===== config.mk =====
export PLATFORM = sky130hd
export DESIGN_NAME = note_lane_renderer_flat
export DESIGN_NICKNAME = d
export VERILOG_FILES = /design/src/rtl/note_lane_renderer_if.sv /design/src/rtl/note_lane_renderer.sv /design/src/flat_wrapper.sv
export SDC_FILE = /design/constraint.sdc
export NUM_CORES = 1
export LEC_CHECK = 0
export BUFFER_PORTS_ARGS = -buffer_cell sky130_fd_sc_hd__buf_2
export CAP_MARGIN = 20
export CORE_MARGIN = 10
export CORE_UTILIZATION = 55
export DETAILED_ROUTE_END_ITERATION = 7
export HOLD_SLACK_MARGIN = 0.03
export PLACE_DENSITY = 0.77
export SLEW_MARGIN = 10
export SYNTH_ARGS = -nofsm -noshare
export SYNTH_HDL_FRONTEND = slang
export SYNTH_SLANG_ARGS = --single-unit

===== constraint.sdc =====
create_clock -name clk -period 3.6 [get_ports clk]
set_input_delay 0.72 -clock clk [delete_from_list [all_inputs] [get_ports clk]]
set_output_delay 0.72 -clock clk [all_outputs]
set_load 0.02 [all_outputs]

===== src/rtl/note_lane_renderer_if.sv =====
// Plot-side bus of the note lane renderer: frame request, note snapshots in, VGA pixel writes out.
interface note_lane_renderer_if #(
  parameter int unsigned NUM_SLOTS = 10
);
  logic                 start;
  logic [NUM_SLOTS-1:0] red_sequence;
  logic [NUM_SLOTS-1:0] yellow_sequence;
  logic                 busy;
  logic                 done;
  logic                 plot;
  logic [7:0]           x;
  logic [6:0]           y;
  logic [2:0]           colour;

  modport master (
    output start, red_sequence, yellow_sequence,
    input  busy, done, plot, x, y, colour
  );

  modport slave (
    input  start, red_sequence, yellow_sequence,
    output busy, done, plot, x, y, colour
  );
endinterface


===== src/rtl/note_lane_renderer.sv =====
// Rasterises NUM_SLOTS note squares into the VGA plot interface, one pixel per clock.
// Optional NOTE_LANE_DIFF_EN: skip slots whose colour is unchanged since the last frame.
module note_lane_renderer #(
  parameter int unsigned NUM_SLOTS = 10,
  parameter int unsigned SQ_SIZE   = 4,
  parameter int unsigned X_START   = 10,
  parameter int unsigned X_PITCH   = 10,
  parameter int unsigned Y_POS     = 112
) (
  input  logic                 clk,
  input  logic                 resetn,
  note_lane_renderer_if.slave  bus
);

  if (NUM_SLOTS < 1 || NUM_SLOTS > 16 || SQ_SIZE < 1 || SQ_SIZE > 8 || X_PITCH < SQ_SIZE
      || X_START + (NUM_SLOTS - 1) * X_PITCH + SQ_SIZE - 1 > 159
      || Y_POS + SQ_SIZE - 1 > 119) begin : g_bad_params
    $error("note_lane_renderer: illegal parameter combination");
  end

  typedef enum logic [1:0] {S_IDLE, S_LOAD, S_DRAW, S_DONE} state_t;

  localparam logic [1:0] CODE_BLACK  = 2'b00;
  localparam logic [1:0] CODE_RED    = 2'b01;
  localparam logic [1:0] CODE_YELLOW = 2'b10;
  localparam logic [3:0] SLOT_LAST   = 4'(NUM_SLOTS - 1);
  localparam logic [2:0] PX_LAST     = 3'(SQ_SIZE - 1);

  state_t      state_q, state_d;
  logic [3:0]  slot_q, slot_d;
  logic [2:0]  px_q, px_d, py_q, py_d;
  logic [15:0] red_q, red_d, yel_q, yel_d;
  logic        plot_q, plot_d, busy_q, busy_d, done_q, done_d;
  logic [7:0]  x_q, x_d;
  logic [6:0]  y_q, y_d;
  logic [2:0]  colour_q, colour_d;
  logic [1:0]  code_nxt;
  logic        skip_cur, skip_nxt, slot_end;

`ifdef NOTE_LANE_DIFF_EN
  logic [15:0][1:0] hist_q, hist_d;
`endif

  function automatic logic [1:0] slot_code(input logic [15:0] r, input logic [15:0] yl,
                                           input logic [3:0] s);
    if (r[s])       return CODE_RED;
    else if (yl[s]) return CODE_YELLOW;
    else            return CODE_BLACK;
  endfunction

  function automatic logic [2:0] colour_of(input logic [1:0] c);
    case (c)
      CODE_RED:    return 3'b100;
      CODE_YELLOW: return 3'b110;
      default:     return 3'b000;
    endcase
  endfunction

  // Output registers are loaded from the next-state counters so each pixel
  // appears in the same cycle its DRAW state is entered (first plot two cycles after start).
  always_comb begin
    state_d  = state_q;
    slot_d   = slot_q;
    px_d     = px_q;
    py_d     = py_q;
    red_d    = red_q;
    yel_d    = yel_q;
    skip_cur = 1'b0;
    skip_nxt = 1'b0;
`ifdef NOTE_LANE_DIFF_EN
    hist_d   = hist_q;
    skip_cur = (state_q == S_DRAW) && (hist_q[slot_q] == slot_code(red_q, yel_q, slot_q));
`endif
    slot_end = skip_cur || (px_q == PX_LAST && py_q == PX_LAST);

    case (state_q)
      S_IDLE: if (bus.start) state_d = S_LOAD;
      S_LOAD: begin
        red_d   = 16'(bus.red_sequence);
        yel_d   = 16'(bus.yellow_sequence);
        slot_d  = '0;
        px_d    = '0;
        py_d    = '0;
        state_d = S_DRAW;
      end
      S_DRAW: begin
        if (slot_end) begin
          px_d = '0;
          py_d = '0;
          if (slot_q == SLOT_LAST) state_d = S_DONE;
          else                     slot_d  = slot_q + 4'd1;
        end else if (px_q == PX_LAST) begin
          px_d = '0;
          py_d = py_q + 3'd1;
        end else begin
          px_d = px_q + 3'd1;
        end
      end
      S_DONE: state_d = S_IDLE;
      default: state_d = S_IDLE;
    endcase

    code_nxt = slot_code(red_d, yel_d, slot_d);
`ifdef NOTE_LANE_DIFF_EN
    if (state_q == S_DRAW && slot_end) hist_d[slot_q] = slot_code(red_q, yel_q, slot_q);
    skip_nxt = (hist_q[slot_d] == code_nxt);
`endif

    plot_d   = (state_d == S_DRAW) && !skip_nxt;
    busy_d   = (state_d != S_IDLE);
    done_d   = (state_d == S_DONE);
    x_d      = x_q;
    y_d      = y_q;
    colour_d = colour_q;
    if (plot_d) begin
      x_d      = 8'(X_START + 32'(slot_d) * X_PITCH + 32'(px_d));
      y_d      = 7'(Y_POS + 32'(py_d));
      colour_d = colour_of(code_nxt);
    end
  end

  always_ff @(posedge clk or negedge resetn) begin
    if (!resetn) begin
      state_q  <= S_IDLE;
      slot_q   <= '0;
      px_q     <= '0;
      py_q     <= '0;
      red_q    <= '0;
      yel_q    <= '0;
      plot_q   <= 1'b0;
      busy_q   <= 1'b0;
      done_q   <= 1'b0;
      x_q      <= '0;
      y_q      <= '0;
      colour_q <= '0;
    end else begin
      state_q  <= state_d;
      slot_q   <= slot_d;
      px_q     <= px_d;
      py_q     <= py_d;
      red_q    <= red_d;
      yel_q    <= yel_d;
      plot_q   <= plot_d;
      busy_q   <= busy_d;
      done_q   <= done_d;
      x_q      <= x_d;
      y_q      <= y_d;
      colour_q <= colour_d;
    end
  end

`ifdef NOTE_LANE_DIFF_EN
  // All-ones is the "never drawn" code, so the first frame after reset paints every slot.
  always_ff @(posedge clk or negedge resetn) begin
    if (!resetn) hist_q <= '1;
    else         hist_q <= hist_d;
  end
`endif

  assign bus.plot   = plot_q;
  assign bus.busy   = busy_q;
  assign bus.done   = done_q;
  assign bus.x      = x_q;
  assign bus.y      = y_q;
  assign bus.colour = colour_q;

endmodule


===== src/flat_wrapper.sv =====
// flat-port wrapper written by rule: the top's interface ports become plain ports
module note_lane_renderer_flat 
#(
  parameter int unsigned NUM_SLOTS = 10,
  parameter int unsigned SQ_SIZE   = 4,
  parameter int unsigned X_START   = 10,
  parameter int unsigned X_PITCH   = 10,
  parameter int unsigned Y_POS     = 112
)
  (clk, resetn, bus_start, bus_red_sequence, bus_yellow_sequence, bus_busy, bus_done, bus_plot, bus_x, bus_y, bus_colour);
  note_lane_renderer_if #(.NUM_SLOTS(NUM_SLOTS)) bus_i ();
  input  logic clk;
  input  logic resetn;
  input wire logic [$bits(bus_i.start)-1:0] bus_start;
  input wire logic [$bits(bus_i.red_sequence)-1:0] bus_red_sequence;
  input wire logic [$bits(bus_i.yellow_sequence)-1:0] bus_yellow_sequence;
  output wire logic [$bits(bus_i.busy)-1:0] bus_busy;
  output wire logic [$bits(bus_i.done)-1:0] bus_done;
  output wire logic [$bits(bus_i.plot)-1:0] bus_plot;
  output wire logic [$bits(bus_i.x)-1:0] bus_x;
  output wire logic [$bits(bus_i.y)-1:0] bus_y;
  output wire logic [$bits(bus_i.colour)-1:0] bus_colour;
  assign bus_i.start = bus_start;
  assign bus_i.red_sequence = bus_red_sequence;
  assign bus_i.yellow_sequence = bus_yellow_sequence;
  assign bus_busy = bus_i.busy;
  assign bus_done = bus_i.done;
  assign bus_plot = bus_i.plot;
  assign bus_x = bus_i.x;
  assign bus_y = bus_i.y;
  assign bus_colour = bus_i.colour;
  note_lane_renderer #(.NUM_SLOTS(NUM_SLOTS), .SQ_SIZE(SQ_SIZE), .X_START(X_START), .X_PITCH(X_PITCH), .Y_POS(Y_POS)) u_core (.clk(clk), .resetn(resetn), .bus(bus_i));
endmodule

-- Word level (Yosys, flattened, before mapping)
Cells that the tools add are included.
- muxes and demuxes: 22
- $mul: 1
- reductions and logical operators: 3
- $lt $le $gt $ge: 1
- add/subtract/negate cells: 6
- eq/ne operators: 10
- operator list (operator ; count):
    16-bit 2-to-1 mux ; 2
    3-bit one-hot mux with 2 select lines ; 3
    3-bit 2-to-1 mux ; 4
    2-bit equality test (second input constant) ; 5
    2-bit 2-to-1 mux ; 5
    4-bit by 8-bit adder with 8-bit output (first input constant) ; 1
    8-bit by 3-bit adder with 8-bit output ; 1
    1-bit binary-select mux with 4-bit select ; 2
    4-bit 2-to-1 mux ; 2
    2-bit one-hot mux with 4 select lines ; 1
    4-bit one-hot mux with 2 select lines ; 1
    7-bit by 3-bit adder with 7-bit output (first input constant) ; 1
    4-bit by 3-bit multiplier with 7-bit output (second input constant) ; 1
    3-bit by 1-bit adder with 3-bit output (second input constant) ; 2
    3-bit by 2-bit equality test with 1-bit output (second input constant) ; 2
    4-bit by 5-bit < comparator with 1-bit output (second input constant) ; 1
    4-bit by 1-bit adder with 4-bit output (second input constant) ; 1
    2-bit by 1-bit equality test with 1-bit output (second input constant) ; 2
    4-bit equality test (second input constant) ; 1
    2-bit logical NOT ; 1
    1-bit 2-to-1 mux ; 2
    2-bit nonzero test ; 1
    1-bit logical AND ; 1
- output and inout bits: 21
- logic and storage cells: 55
- input bits: 23
- flip-flop bits (word level): 65

-- Logic depth before layout (Yosys ltp)
Gate-level depths: netlist of the first run.
- depth after elaboration: 10
- gate-level depth with buffers: 18
- mapped depth without buffers: 17

-- Least setup slack after synthesis of the first run
OpenSTA, ideal clock, no wires.
- kind: flip-flop to flip-flop
- from: register u_core.state_q[0]
- to: register u_core.x_q[6] (netlist: u_core.bus.x[6])
- setup slack: 0.409 ns
- arrival: 3.058 ns
- required time: 3.467 ns
- cell stages (with the launch flop): 16
- clock period less this slack: 3.191 ns
- buffers on the path: 1
- cells stage by stage: dfrtp_1 inv_1 ha_1 buf_2 nand2_2 nor4_1 a311oi_1 inv_1 ha_1 ha_1 inv_1 fa_1 nor2_1 xnor2_1 xnor2_1 o21ai_0
- elaborated cells on any way between the ends: 14
- classes of those cells: add/sub (2); mul (1); eq/ne (4); mux (6); reduce/logical (1)
- RTL lines (what ; line ; RTL):
    start: declaration ; note_lane_renderer.sv:29 ; state_t state_q, state_d;
    start signal: assignment ; note_lane_renderer.sv:137 ; state_q <= state_d;
    2-bit equality test (tied with other cells) ; note_lane_renderer.sv:76 ; case (state_q)
    2-bit one-hot mux with 4 select lines (*) ; note_lane_renderer.sv:76 ;
    net u_core.state_d[1] ; note_lane_renderer.sv:29 ;
    2-bit equality test (*) ; note_lane_renderer.sv:109 ; plot_d = (state_d == S_DRAW) && !skip_nxt;
    end signal: assignment ; note_lane_renderer.sv:133 ; x_q <= '0;
    end signal: assignment ; note_lane_renderer.sv:146 ; x_q <= x_d;
    end: declaration ; note_lane_renderer.sv:34 ; logic [7:0] x_q, x_d;
The timed path passes the listed nets; every way through them passes the cells marked *.
A chain may end at the register's enable or synchronous reset.

-- Worst setup path after layout of the first run
- from: register u_core.py_q[0]
- to: register u_core.x_q[6] (netlist: u_core.bus.x[6])
- longest elaborated chain between the ends: 7
- elaborated cells on any way between the ends: 12
- classes of those cells: add/sub (2); mul (1); eq/ne (2); mux (6); reduce/logical (1)
- RTL lines (what ; line ; RTL):
    start: declaration ; note_lane_renderer.sv:31 ; logic [2:0] px_q, px_d, py_q, py_d;
    start signal: assignment ; note_lane_renderer.sv:140 ; py_q <= py_d;
    3-bit by 2-bit equality test with 1-bit output ; note_lane_renderer.sv:74 ; slot_end = skip_cur || (px_q == PX_LAST && py_q == PX_LAST);
    1-bit logical AND ; note_lane_renderer.sv:74 ;
    4-bit 2-to-1 mux ; note_lane_renderer.sv:87 ; if (slot_end) begin
    4-bit one-hot mux with 2 select lines ; note_lane_renderer.sv:76 ;
    net u_core.slot_d[0] ; note_lane_renderer.sv:30 ; logic [3:0] slot_q, slot_d;
    4-bit by 3-bit multiplier with 7-bit output ; note_lane_renderer.sv:116 ; x_d = 8'(X_START + 32'(slot_d) * X_PITCH + 32'(px_d));
    4-bit by 8-bit adder with 8-bit output ; note_lane_renderer.sv:116 ;
    8-bit by 3-bit adder with 8-bit output ; note_lane_renderer.sv:116 ;
The timed path passes the listed nets, and every way through them passes these cells.

==> summary.md, run 1 <==
| Metric | Value |
|---|---|
| Outcome | complete, no violations |
| Period utilization | 92.1% |
| Crit. End Element | flip-flop |
| Via density | 5.42 |
| Post-route DRC | 0 |
| CP bufs+invs | 4 |
| Clock slew at reported path FFs | 0.07 ns |
| # fillers | 438 |
| Clock Skews | between 0.015 and 0.02 ns |
| Slowest stage delay, CP | 0.53 ns |
| CP most frequent cell | ha_1 |
| Row count | 27 |
| Root Driver | clkbuf_8 |
| Post-Syn Instances | 289 |
| Drt first pass iters | 5 |
| # IOs | 44 |
| Routed Antenna Nets | 0 |
| Crit-path cells | ha_1, ha_1, nand3b_1, or4_4, nand2_4, inv_4, ha_1, inv_1, ha_1, inv_1, fa_1, inv_1, a21oi_1, nor2_1, xnor2_1, xnor2_1, o21ai_0 |
| Htree depth | 3 |
| Yosys reg bits | between 60 and 70 |
| # diodes | 0 |
| Routability cong. | between 0.8 and 0.9 |
| First-pass GRT wire length | between 10000 and 15000 µm |
| Die Area | about 9000 µm² |
| CTS Buf Count | 9 |
| EDFF count, synth | 0 |
| Final wirelength | 6910 µm |
| Hold crit path type | input port to async pin |
| CP delay by family, top | adder cells |
| Register area | 1530 µm² |
| Commonest non-fill, non-tap cell in the layout | dfrtp_1 |
| IO buf count | just over 40 |
| Sequential share of the synthesized area | 48.5% |
| Area occupied by multi-input gates | 1470 µm² |
| Gr usage total | between 10% and 20% |
| Total power | 1390 µW |
| CP max-delay cell | or4_4 |
| Fin crit period | 3.31 ns |
| Max-Cap Viols | 0 |
| Async SR Flop Fraction | 100% |
| Slew headroom | 36.8% |
| Endpoints failing hold | 0 |
| Layout area overhead | 18.0% |
| Chip width | 95.7 µm |
| GRT overflow | 0 |
| Largest net degree at the start of global routing | 44 |
| Core Footprint | about 5500 µm² |
| Final setup violating endpoints | 0 |
| Vias | between 2k and 2.5k |
| Gr busiest metal | met2 |
| Mapped Avg Cell Area | 10.9 µm² |
| Setup TNS | 0 ns |
| Crit. Startpoint | u_core.py_q[0] |
| Initial antenna violation count | 0 |
| Met2 usage | 24.7% |
| Critical path arrival | 3.52 ns |
| CP max FO | 9 |
| Worst EP required | 3.81 ns |
| Post-synth top flop | dfrtp_1 |
| DR WL/cell | 16.4 µm |
| Worst r2r src | u_core.py_q[0] |
| Vias in the first global route | 2331 |
| Clock sink total | 61 |
| Die H | 95.7 µm |
| Worst-Skew Late Latency | roughly 0.34 ns |
| Met3 Use GR | 3.53% |
| Worst setup SP type | flip-flop |
| Synth top area cells | dfrtp_1, mux2_2, ha_1, o21ai_0, inv_1 |
| Pwr dens | between 300 and 400 nW/µm² |
| Initial Util | between 50% and 60% |
| Share of cells above drive strength 1 | approximately 31% |
| Max Root-Sink Buffers | 2 |
| Synth cell types | 57 |
| Post-CTS Hold Buffers | 0 |
| R2R setup slack | 0.29 ns |
| Kind of critical path | flip-flop to flip-flop |
| Commonest non-fill, non-tap cells in the layout | dfrtp_1, buf_2, mux2_2, inv_1, nand2_1 |
| Drt initial violations | roughly 130 |
| CTS tree | built |
| Number of synthesis warnings | 0 |
| Top-area cell type share of the netlist area | 48.5% |
| Post-DP HPWL | 5170 µm |
| Max Freq | roughly 0.30 GHz |
| Final Max Tran Viols | 0 |
| RSZ-0062 raised after global routing | false |
| Synth Cell Area | 3150 µm² |
| Max VDD drop | ~0.00033 V |
| M1 GR Usage | 21.1% |
| Leak | 0.00186 µW |
| Cell taking the most area after synthesis | dfrtp_1 |
| Nets | just under 400 |
| Slew @ Worst Pin | roughly 0.95 ns |
==> where the power goes <==
| group | internal, µW | switching (µW) |
|---|---|---|
| Sequential | 698 | 3.37 |
| Clock | 373 | 262 |
| Combinational | 23.3 | 30.4 |
| Total | 1090 | 296 |
==> state kept, by name, summed over array words and instances, names as in the netlist <==
register,flops
u_core.yel_q,16
u_core.py_q,3
u_core.bus.done,1
u_core.bus.y,4
u_core.red_q,16
u_core.bus.busy,1
u_core.bus.x,8
u_core.bus.plot,1
u_core.bus.colour,2
u_core.slot_q,4
u_core.state_q,2
u_core.px_q,3
==> metrics by stage <==
| stage | instances | hold slack (ns) | setup slack [ns] | util [%] | cell area, µm² |
|---|---|---|---|---|---|
| 2_1_floorplan | 290 | 0.424 | 0.409 | - | 3150 |
| 3_3_place_gp | 404 | 0.456 | 0.212 | 62.7 | 3480 |
| 3_5_place_dp | 404 | 0.465 | 0.00966 | 62.7 | 3480 |
| 4_1_cts | 419 | 0.313 | 0.137 | 66.6 | 3690 |
| 5_1_grt | 420 | 0.318 | 0.0677 | 67.1 | 3720 |
| 6_report | 420 | 0.307 | 0.286 | 67.1 | 3720 |
==> area by class of cell <==
cell class | count | share of cell area [%]
Clock inverter | 3 | 1.18
Sequential cell | 61 | 41.1
Timing Repair Buffer | 56 | 8.55
Tap cell | 72 | 2.42
Multi-Input combinational cell | 190 | 39.6
Inverter | 26 | 2.69
Clock buffer | 12 | 4.44
==> kinds of logic (layout without fill, tap and decap cells) <==
family,after synthesis,count (layout),synth area share (%)
AOI/OAI and AO/OA,59,59,12.9
xor gates and xnor gates,5,5,1.39
adders and majority gates,19,19,8.03
buffers and inverters,39,97,5.64
DFF,61,61,48.5
muxes,28,28,9.85
other,1,2,0.119
and+or+nand+nor,77,77,13.6
==> cell usage after synthesis (all sizes together) (2+ instances only) <==
master	instances
nand4	2
buf	9
mux2i	4
o21ai	18
a31oi	4
nor2b	12
a21o	6
xnor2	4
o211ai	2
nor2	9
clkbuf	4
a211oi	3
and3b	2
nor4	3
o22ai	4
o31ai	2
inv	25
fa	2
ha	17
nand3	8
dfrtp	61
mux2	24
nand2b	5
a21oi	9
or4	2
and2	3
nand3b	2
nand2	22
nor3	4
==> worst paths after layout <==
| path | to | cells past startpoint |
|---|---|---|
| worst min register to register | u_core.bus.x[0] | 2 |
| min in group clk | u_core.bus.x[0] | 2 |
| max in group asynchronous | u_core.red_q[6] | 2 |
| worst min-delay path | u_core.bus.x[1] | 1 |
| worst max-delay path | u_core.bus.x[6] | 17 |
| worst max register to register | u_core.bus.x[6] | 17 |
==> worst register-to-register path, cell delays in order, from the launching register on <==
cell and delay [ns]:
dfrtp_1 0.38, ha_1 0.17, ha_1 0.25, nand3b_1 0.18, or4_4 0.53, nand2_4 0.12, inv_4 0.07, ha_1 0.18
inv_1 0.07, ha_1 0.16, inv_1 0.05, fa_1 0.40, inv_1 0.07, a21oi_1 0.06, nor2_1 0.13, xnor2_1 0.15
xnor2_1 0.13, o21ai_0 0.09
==> what timing repair did <==
| action | CTS | global route |
|---|---|---|
| setup endpoints to repair | 2 | 2 |
| gates cloned | 0 | 0 |
| pin swaps | 0 | 1 |
| gates resized for setup | 1 | 3 |
| setup buffers | 0 | 1 |
==> per-layer routing <==
layer	vias to the layer above	wire, µm
met3	11	365
li1	1115	-
met1	1087	3180
met4	0	133
met5	-	0
met2	62	3230
No activity file was read; power rests on OpenSTA's default activity.
==> run 2: changes to the inputs <==
--- a/config.mk
+++ b/config.mk
@@ -5,6 +5,7 @@
 export SDC_FILE = /design/constraint.sdc
 export NUM_CORES = 1
 export LEC_CHECK = 0
+export ABC_AREA = 1
 export BUFFER_PORTS_ARGS = -buffer_cell sky130_fd_sc_hd__buf_2
 export CAP_MARGIN = 20
 export CORE_MARGIN = 10
==> summary.md, run 2 <==
| Metric | Value |
|---|---|
| Final setup violating endpoints | 0 (unchanged) |
| Initial Util | 57.7% (was 56.8%) |
| # diodes | 0 (unchanged) |
| Period utilization | 92.0% (was 92.1%) |
| Chip width | 96.7 µm (was 95.7 µm) |
| Clock Skews | 0.00766 ns (was 0.0158 ns) |
| Synth Cell Area | 3230 µm² (was 3150 µm²) |
| RSZ-0062 raised after global routing | false (unchanged) |
| Worst EP required | 3.82 ns (was 3.81 ns) |
| Die H | 96.7 µm (was 95.7 µm) |
| Max Freq | 0.302 GHz (about the same) |
| Htree depth | 3 (unchanged) |
| CTS tree | built (unchanged) |
| Sequential share of the synthesized area | 47.2% (was 48.5%) |
| Layout area overhead | 13.3% (was 18.0%) |
| Clock slew at reported path FFs | 0.06 ns (was 0.07 ns) |
| CP max FO | 7 (was 9) |
| CTS Buf Count | 9 (unchanged) |
| CP max-delay cell | dfrtp_1 (was or4_4) |
| Post-CTS Setup Repair Bufs | 0 (unchanged) |
| Crit. End Element | flip-flop (unchanged) |
| Max-Cap Viols | 0 (unchanged) |
| Fin crit period | 3.31 ns (about the same) |
| Nets | 451 (was 386) |
| Root Driver | clkbuf_8 (unchanged) |
| Post-DP HPWL | 5110 µm (was 5170 µm) |
| Routability cong. | 0.900 (was 0.861) |
| IO buf count | 41 (unchanged) |
| Hold_ws | 0.428 ns (was 0.307 ns) |
| Routed Antenna Nets | 0 (unchanged) |
| Drt initial violations | 75 (was 127) |
| # IOs | 44 (unchanged) |
| Placed insts | 470 (was 404) |
| Max VDD drop | 0.000245 V (was 0.000330 V) |
| Slowest stage delay, CP | 0.37 ns (was 0.53 ns) |
| DR WL/cell | 14.3 µm (was 16.4 µm) |
| Yosys reg bits | 61 (unchanged) |
| Slew @ Worst Pin | 0.695 ns (was 0.947 ns) |
| Post-synth top flop | dfrtp_1 (unchanged) |
| Endpoints failing hold | 0 (unchanged) |
| Commonest non-fill, non-tap cell in the layout | nand2_1 (was dfrtp_1) |
| Die Area | 9350 µm² (was 9150 µm²) |
| Hold crit path type | input port to async pin (unchanged) |
| Kind of critical path | flip-flop to flip-flop (unchanged) |
| # fillers | 496 (was 438) |
| Max Root-Sink Buffers | 2 (unchanged) |
| Most numerous cell in the Yosys netlist | nand2_1 (was dfrtp_1) |
| Largest net degree at the start of global routing | 34 (was 44) |
| Setup TNS | 0 ns (unchanged) |
| Cell taking the most area after synthesis | dfrtp_1 (unchanged) |
| EDFF count, synth | 0 (unchanged) |
| Cell Area, Placed | 3480 µm² (about the same) |
| Pwr dens | 346 nW/µm² (was 374 nW/µm²) |
| Non-Filler Instances | 485 (was 420) |
| Gr usage total | 14.8% (was 16.1%) |
| Initial antenna violation count | 0 (unchanged) |
| Synth top area cells | dfrtp_1, nand2_1, inv_1, ha_1, nand3_1 (was dfrtp_1, mux2_2, ha_1, o21ai_0, inv_1) |
| Clock sink total | 61 (unchanged) |
| Async SR Flop Fraction | 100% (unchanged) |
| Synth top cells by count | nand2_1, dfrtp_1, inv_1, nand3_1, or2_2 (was dfrtp_1, inv_1, mux2_2, nand2_1, o21ai_0) |
| Final Max Tran Viols | 0 (unchanged) |
| Crit-path cells | inv_1, ha_4, inv_2, nor2_4, inv_1, a21oi_2, o21ai_4, inv_1, ha_1, ha_1, ha_1, nand2_1, nand2_1, a31oi_2, nor2_1, nand2_1, xor2_1, o21ai_1 (was ha_1, ha_1, nand3b_1, or4_4, nand2_4, inv_4, ha_1, inv_1, ha_1, inv_1, fa_1, inv_1, a21oi_1, nor2_1, xnor2_1, xnor2_1, o21ai_0) |
| Post-Syn Instances | 367 (was 289) |
| Vias in the first global route | 2527 (was 2331) |
| Outcome | complete, no violations (unchanged) |
| Worst-Skew Late Latency | 0.34 ns (about the same) |
| Final wirelength | 6920 µm (was 6910 µm) |
| Core Footprint | 5610 µm² (was 5540 µm²) |
| GRT overflow | 0 (unchanged) |
| Worst setup SP type | flip-flop (unchanged) |
| Synth cell types | 34 (was 57) |
| Commonest non-fill, non-tap cells in the layout | nand2_1, dfrtp_1, inv_1, buf_2, nand3_1 (was dfrtp_1, buf_2, mux2_2, inv_1, nand2_1) |
| Finished Cell Area | 3660 µm² (was 3720 µm²) |
| Critical path arrival | 3.53 ns (was 3.52 ns) |
| Vias | 2451 (was 2275) |
| Via density | 5.05 (was 5.42) |
| Share of cells above drive strength 1 | 24.7% (was 31.0%) |
| Slew headroom | 53.6% (was 36.8%) |
| Top-area cell type share of the netlist area | 47.2% (was 48.5%) |
| Number of synthesis warnings | 0 (unchanged) |
| Drt first pass iters | 4 (was 5) |
| Total power | 1270 µW (was 1390 µW) |
| Row count | 27 (unchanged) |
| Leak | 0.00191 µW (was 0.00186 µW) |
| First-pass GRT wire length | 11700 µm (was 11500 µm) |
| Mapped Avg Cell Area | 8.81 µm² (was 10.9 µm²) |
| Post-route DRC | 0 (unchanged) |
## run 2: changes by cell type after synthesis, sizes merged, moves of 10 or more
cell,before,now
nand2,22,64
inv,25,64
nand3,8,37
mux2,24,0
or2,0,22
o21ai,18,36
nor2b,12,0
nand4,2,12
## run 2: cells by family (layout without fill, tap and decap cells)
family                   Yosys count  after routing  share of synthesized area, %
AO/OA/AOI/OAI                     44             44                          7.55
adder cells (fa/ha/maj)           19             19                          7.82
buffers and inverters             79            124                          10.5
flip-flops                        61             61                          47.2
XOR/XNOR                           7              7                          2.13
AND/OR/NAND/NOR                  156            156                          24.7
other                              1              2                         0.116
## run 2: timing repair
action / in CTS / in global routing
gates resized for setup: 0 / 5
setup endpoints to repair: 0 / 2
hold buffers: 0 / 0
## run 2: worst paths after layout
kind,from,end,slack [ns],depth (start not counted)
setup / recovery,u_core.state_q[0],u_core.bus.x[7],0.29,18
hold / removal,resetn,u_core.state_q[0],0.43,1
setup reg to reg,u_core.state_q[0],u_core.bus.x[7],0.29,18
hold reg to reg,u_core.yel_q[15],u_core.yel_q[15],0.46,2
max in group asynchronous,resetn,u_core.red_q[13],2.55,2
min in group clk,u_core.yel_q[15],u_core.yel_q[15],0.46,2
## run 2: critical path, delay by kind of cell, from the launching register on
kind / cells / cell delay, ns
buffers and inverters: 4 / 0.42
xor gates and xnor gates: 1 / 0.15
adders and majority gates: 4 / 1.22
and+or+nand+nor: 5 / 0.49
DFF: 1 / 0.37
AOI/OAI and AO/OA: 4 / 0.55
## run 2: layout make-up
cell class,count,area [µm²],area share [%]
Clock buffer,13,149,4.07
Clock inverter,2,10.0,0.273
Inverter,64,243,6.63
Multi-Input combinational cell,228,1400,38.1
Sequential cell,61,1530,41.7
Tap cell,72,90.1,2.46
Timing Repair Buffer,45,248,6.76
## run 2: stage by stage
stage	utilization [%]	setup WS, ns
after global placement	62.0	0.306
after global routing	65.3	0.0240
after CTS	64.9	0.0862
final	65.3	0.288
after floorplan	-	0.471
after detailed placement	62.0	0.123
## run 2: power by group
group          internal [µW]  switching, µW
combinational           19.5           33.9
clock                    263            249
sequential               698           3.29
## run 2: per-layer routing
metal | GRT usage [%] | share of wire, %
met1 | 18.1 | 46
met2 | 23.4 | 47
met3 | 4.12 | 4.8
met4 | 7.33 | 2.8
met5 | 0 | 0
==> run 3: changes to the inputs <==
--- a/config.mk
+++ b/config.mk
@@ -8,11 +8,14 @@
 export ABC_AREA = 1
 export BUFFER_PORTS_ARGS = -buffer_cell sky130_fd_sc_hd__buf_2
 export CAP_MARGIN = 20
+export CELL_PAD_IN_SITES_DETAIL_PLACEMENT = 1
+export CELL_PAD_IN_SITES_GLOBAL_PLACEMENT = 1
 export CORE_MARGIN = 10
-export CORE_UTILIZATION = 55
+export CORE_UTILIZATION = 43
 export DETAILED_ROUTE_END_ITERATION = 7
 export HOLD_SLACK_MARGIN = 0.03
-export PLACE_DENSITY = 0.77
+export PLACE_DENSITY_LB_ADDON = 0.1
+export RECOVER_POWER = 100
 export SLEW_MARGIN = 10
 export SYNTH_ARGS = -nofsm -noshare
 export SYNTH_HDL_FRONTEND = slang
==> summary.md, run 3 (synthesis gave the netlist of run 2 again) <==
| Metric | Value |
|---|---|
| Fin crit period | 3.27 ns (was 3.31 ns) |
| Initial antenna violation count | 0 (unchanged) |
| Routed Antenna Nets | 0 (unchanged) |
| Register area | 1530 µm² (unchanged) |
| Routability cong. | 0.858 (was 0.900) |
| # fillers | 936 (was 496) |
| Worst hold endpoint | u_core.red_q[15] |
| Reg-to-reg endpoint | u_core.bus.x[7] (unchanged) |
| Outcome | complete, no violations (unchanged) |
| Hold_ws | 0.464 ns (was 0.428 ns) |
| CP max FO | 5 (was 7) |
| Clock sink total | 61 (unchanged) |
| Worst EP required | 3.82 ns (about the same) |
| Kind of critical path | flip-flop to flip-flop (unchanged) |
| Pwr dens | 352 nW/µm² (was 346 nW/µm²) |
| Final setup violating endpoints | 0 (unchanged) |
| Die Area | 11400 µm² (was 9350 µm²) |
| Crit-path cells | ha_1, ha_1, nand3_2, nor2_4, nand2_2, o21ai_4, inv_1, ha_1, ha_1, ha_1, nand2_1, nand2_1, a31oi_2, nor2_1, nand2_1, xor2_1, o21ai_1 (was inv_1, ha_4, inv_2, nor2_4, inv_1, a21oi_2, o21ai_4, inv_1, ha_1, ha_1, ha_1, nand2_1, nand2_1, a31oi_2, nor2_1, nand2_1, xor2_1, o21ai_1) |
| Area occupied by multi-input gates | 1360 µm² (was 1400 µm²) |
| Post-CTS Setup Repair Bufs | 0 (unchanged) |
| CTS Buf Count | 9 (unchanged) |
| Crit. End Element | flip-flop (unchanged) |
| Share of cells above drive strength 1 | 18.6% (was 24.7%) |
| Period utilization | 90.9% (was 92.0%) |
| Worst setup SP type | flip-flop (unchanged) |
| Slew @ Worst Pin | 1.45 ns (was 0.695 ns) |
| Setup TNS | 0 ns (unchanged) |
| DR WL/cell | 14.9 µm (was 14.3 µm) |
| Metal-1 WL | 3510 µm (was 3170 µm) |
| RSZ-0062 raised after global routing | false (unchanged) |
| Endpoints failing hold | 0 (unchanged) |
| Leak | 0.00184 µW (was 0.00191 µW) |
| Core Footprint | 7290 µm² (was 5610 µm²) |
| Via density | 4.82 (was 5.05) |
| Die H | 107 µm (was 96.7 µm) |
| Initial Util | 44.3% (was 57.7%) |
| Nets | 454 (was 451) |
| # diodes | 0 (unchanged) |
| Drt initial violations | 63 (was 75) |
| CTS tree | built (unchanged) |
| Slew headroom | 3.22% (was 53.6%) |
| CP max-delay cell | dfrtp_1 (unchanged) |
| Post-DP HPWL | 5860 µm (was 5110 µm) |
| Htree depth | 3 (unchanged) |
| Max Root-Sink Buffers | 2 (unchanged) |
| Vias | 2477 (was 2451) |
| Final Max Tran Viols | 0 (unchanged) |
| Max Freq | 0.306 GHz (was 0.302 GHz) |
| Post-route DRC | 0 (unchanged) |
| First-pass GRT wire length | 13100 µm (was 11700 µm) |
| Crit. Startpoint | u_core.py_q[0] (was u_core.state_q[0]) |
| Max-Cap Viols | 0 (unchanged) |
| Clock Skews | 0.00566 ns (was 0.00766 ns) |
| Largest net degree at the start of global routing | 31 (was 34) |
| Chip width | 107 µm (was 96.7 µm) |
| Worst r2r src | u_core.py_q[0] (was u_core.state_q[0]) |
| Commonest non-fill, non-tap cell in the layout | nand2_1 (unchanged) |
| Hold Path Depth | 2 |
| IO buf count | 41 (unchanged) |
| # IOs | 44 (unchanged) |
| GRT overflow | 0 (unchanged) |
| Worst-Skew Late Latency | 0.34 ns (about the same) |
| Root Driver | clkbuf_8 (unchanged) |
| HP Start | u_core.red_q[15] |
| Vias in the first global route | 2684 (was 2527) |
| WL met3 | 291 µm (was 332 µm) |
| Commonest non-fill, non-tap cells in the layout | nand2_1, dfrtp_1, inv_1, nand3_1, clkbuf_1 (was nand2_1, dfrtp_1, inv_1, buf_2, nand3_1) |
| WL met2 | 3660 µm (was 3230 µm) |
| Max VDD drop | 0.000201 V (was 0.000245 V) |
| Critical path arrival | 3.49 ns (was 3.53 ns) |
| Drt first pass iters | 4 (unchanged) |
| CP most frequent cell | ha_1 |
| Slowest stage delay, CP | 0.37 ns (about the same) |
| R2R setup slack | 0.33 ns (was 0.29 ns) |
| Worst R2R Path Depth | 17 (was 18) |
| Top layer in use | met4 (unchanged) |
| Row count | 31 (was 27) |
| Clock slew at reported path FFs | 0.06 ns (about the same) |
| Final wirelength | 7650 µm (was 6920 µm) |
| Gr usage total | 14.2% (was 14.8%) |
| Hold crit path type | flip-flop to flip-flop (was input port to async pin) |
| Layout area overhead | 12.4% (was 13.3%) |
## run 3: changes by cell type in the layout (fill, tap and decap cells not counted), moves of 2 or more
cell,change
o21ai_0,+2
clkbuf_1,+23
buf_4,-2
nand3_2,-2
o21ai_1,-2
nand3_1,+2
buf_2,-20
## run 3: power breakdown
group	internal, µW	switching (µW)
registers	698	3.16
logic	17.4	34.4
clock network	277	248
total	993	285
## run 3: metal layers
layer	up-vias	track usage [%]
met2	43	23.0
li1	1245	-
met4	0	7.74
met5	-	0
met3	13	3.17
met1	1176	17.3
## run 3: per-stage QoR
step	cells	area [µm²]	setup slack, ns	util [%]	total power (µW)
finish	514	3630	0.327	49.8	1280
global route	514	3630	0.00353	49.8	1340
CTS	514	3700	0.201	50.7	1300
detailed placement	500	3530	0.223	48.5	771
global placement	499	3510	0.406	48.2	767
floorplan	368	3240	0.471	-	735
## run 3: cell type report
type,instances,area share (%)
inverters,64,6.75
well taps,99,3.41
clock inverters,2,0.275
multi-input cells,228,37.5
clock buffers,12,4.27
flip-flops and latches,61,42.0
repair buffers,48,5.82
## run 3: repair_timing
item	CTS	global route
hold buffers	0	0
resized for setup	0	4
endpoints found under the setup margin	0	1
## run 3: critical path: cells and delay by family, from the launching register on
kind | cells | cell delay, ns
compound gates | 3 | 0.50
xor+xnor | 1 | 0.16
fa+ha+maj | 5 | 1.28
buf+inv | 1 | 0.13
flops | 1 | 0.37
simple gates | 7 | 0.72
## run 3: worst max-delay path by stage
stage / to / slack, ns / cells after the start
detailed placement: u_core.bus.x[7] / 0.22 / 18
floorplan: u_core.bus.x[7] / 0.47 / 18
global placement: u_core.bus.x[7] / 0.41 / 18
global route: u_core.bus.x[7] / 0.004 / 17
finish: u_core.bus.x[7] / 0.33 / 17
CTS: u_core.bus.x[7] / 0.20 / 18
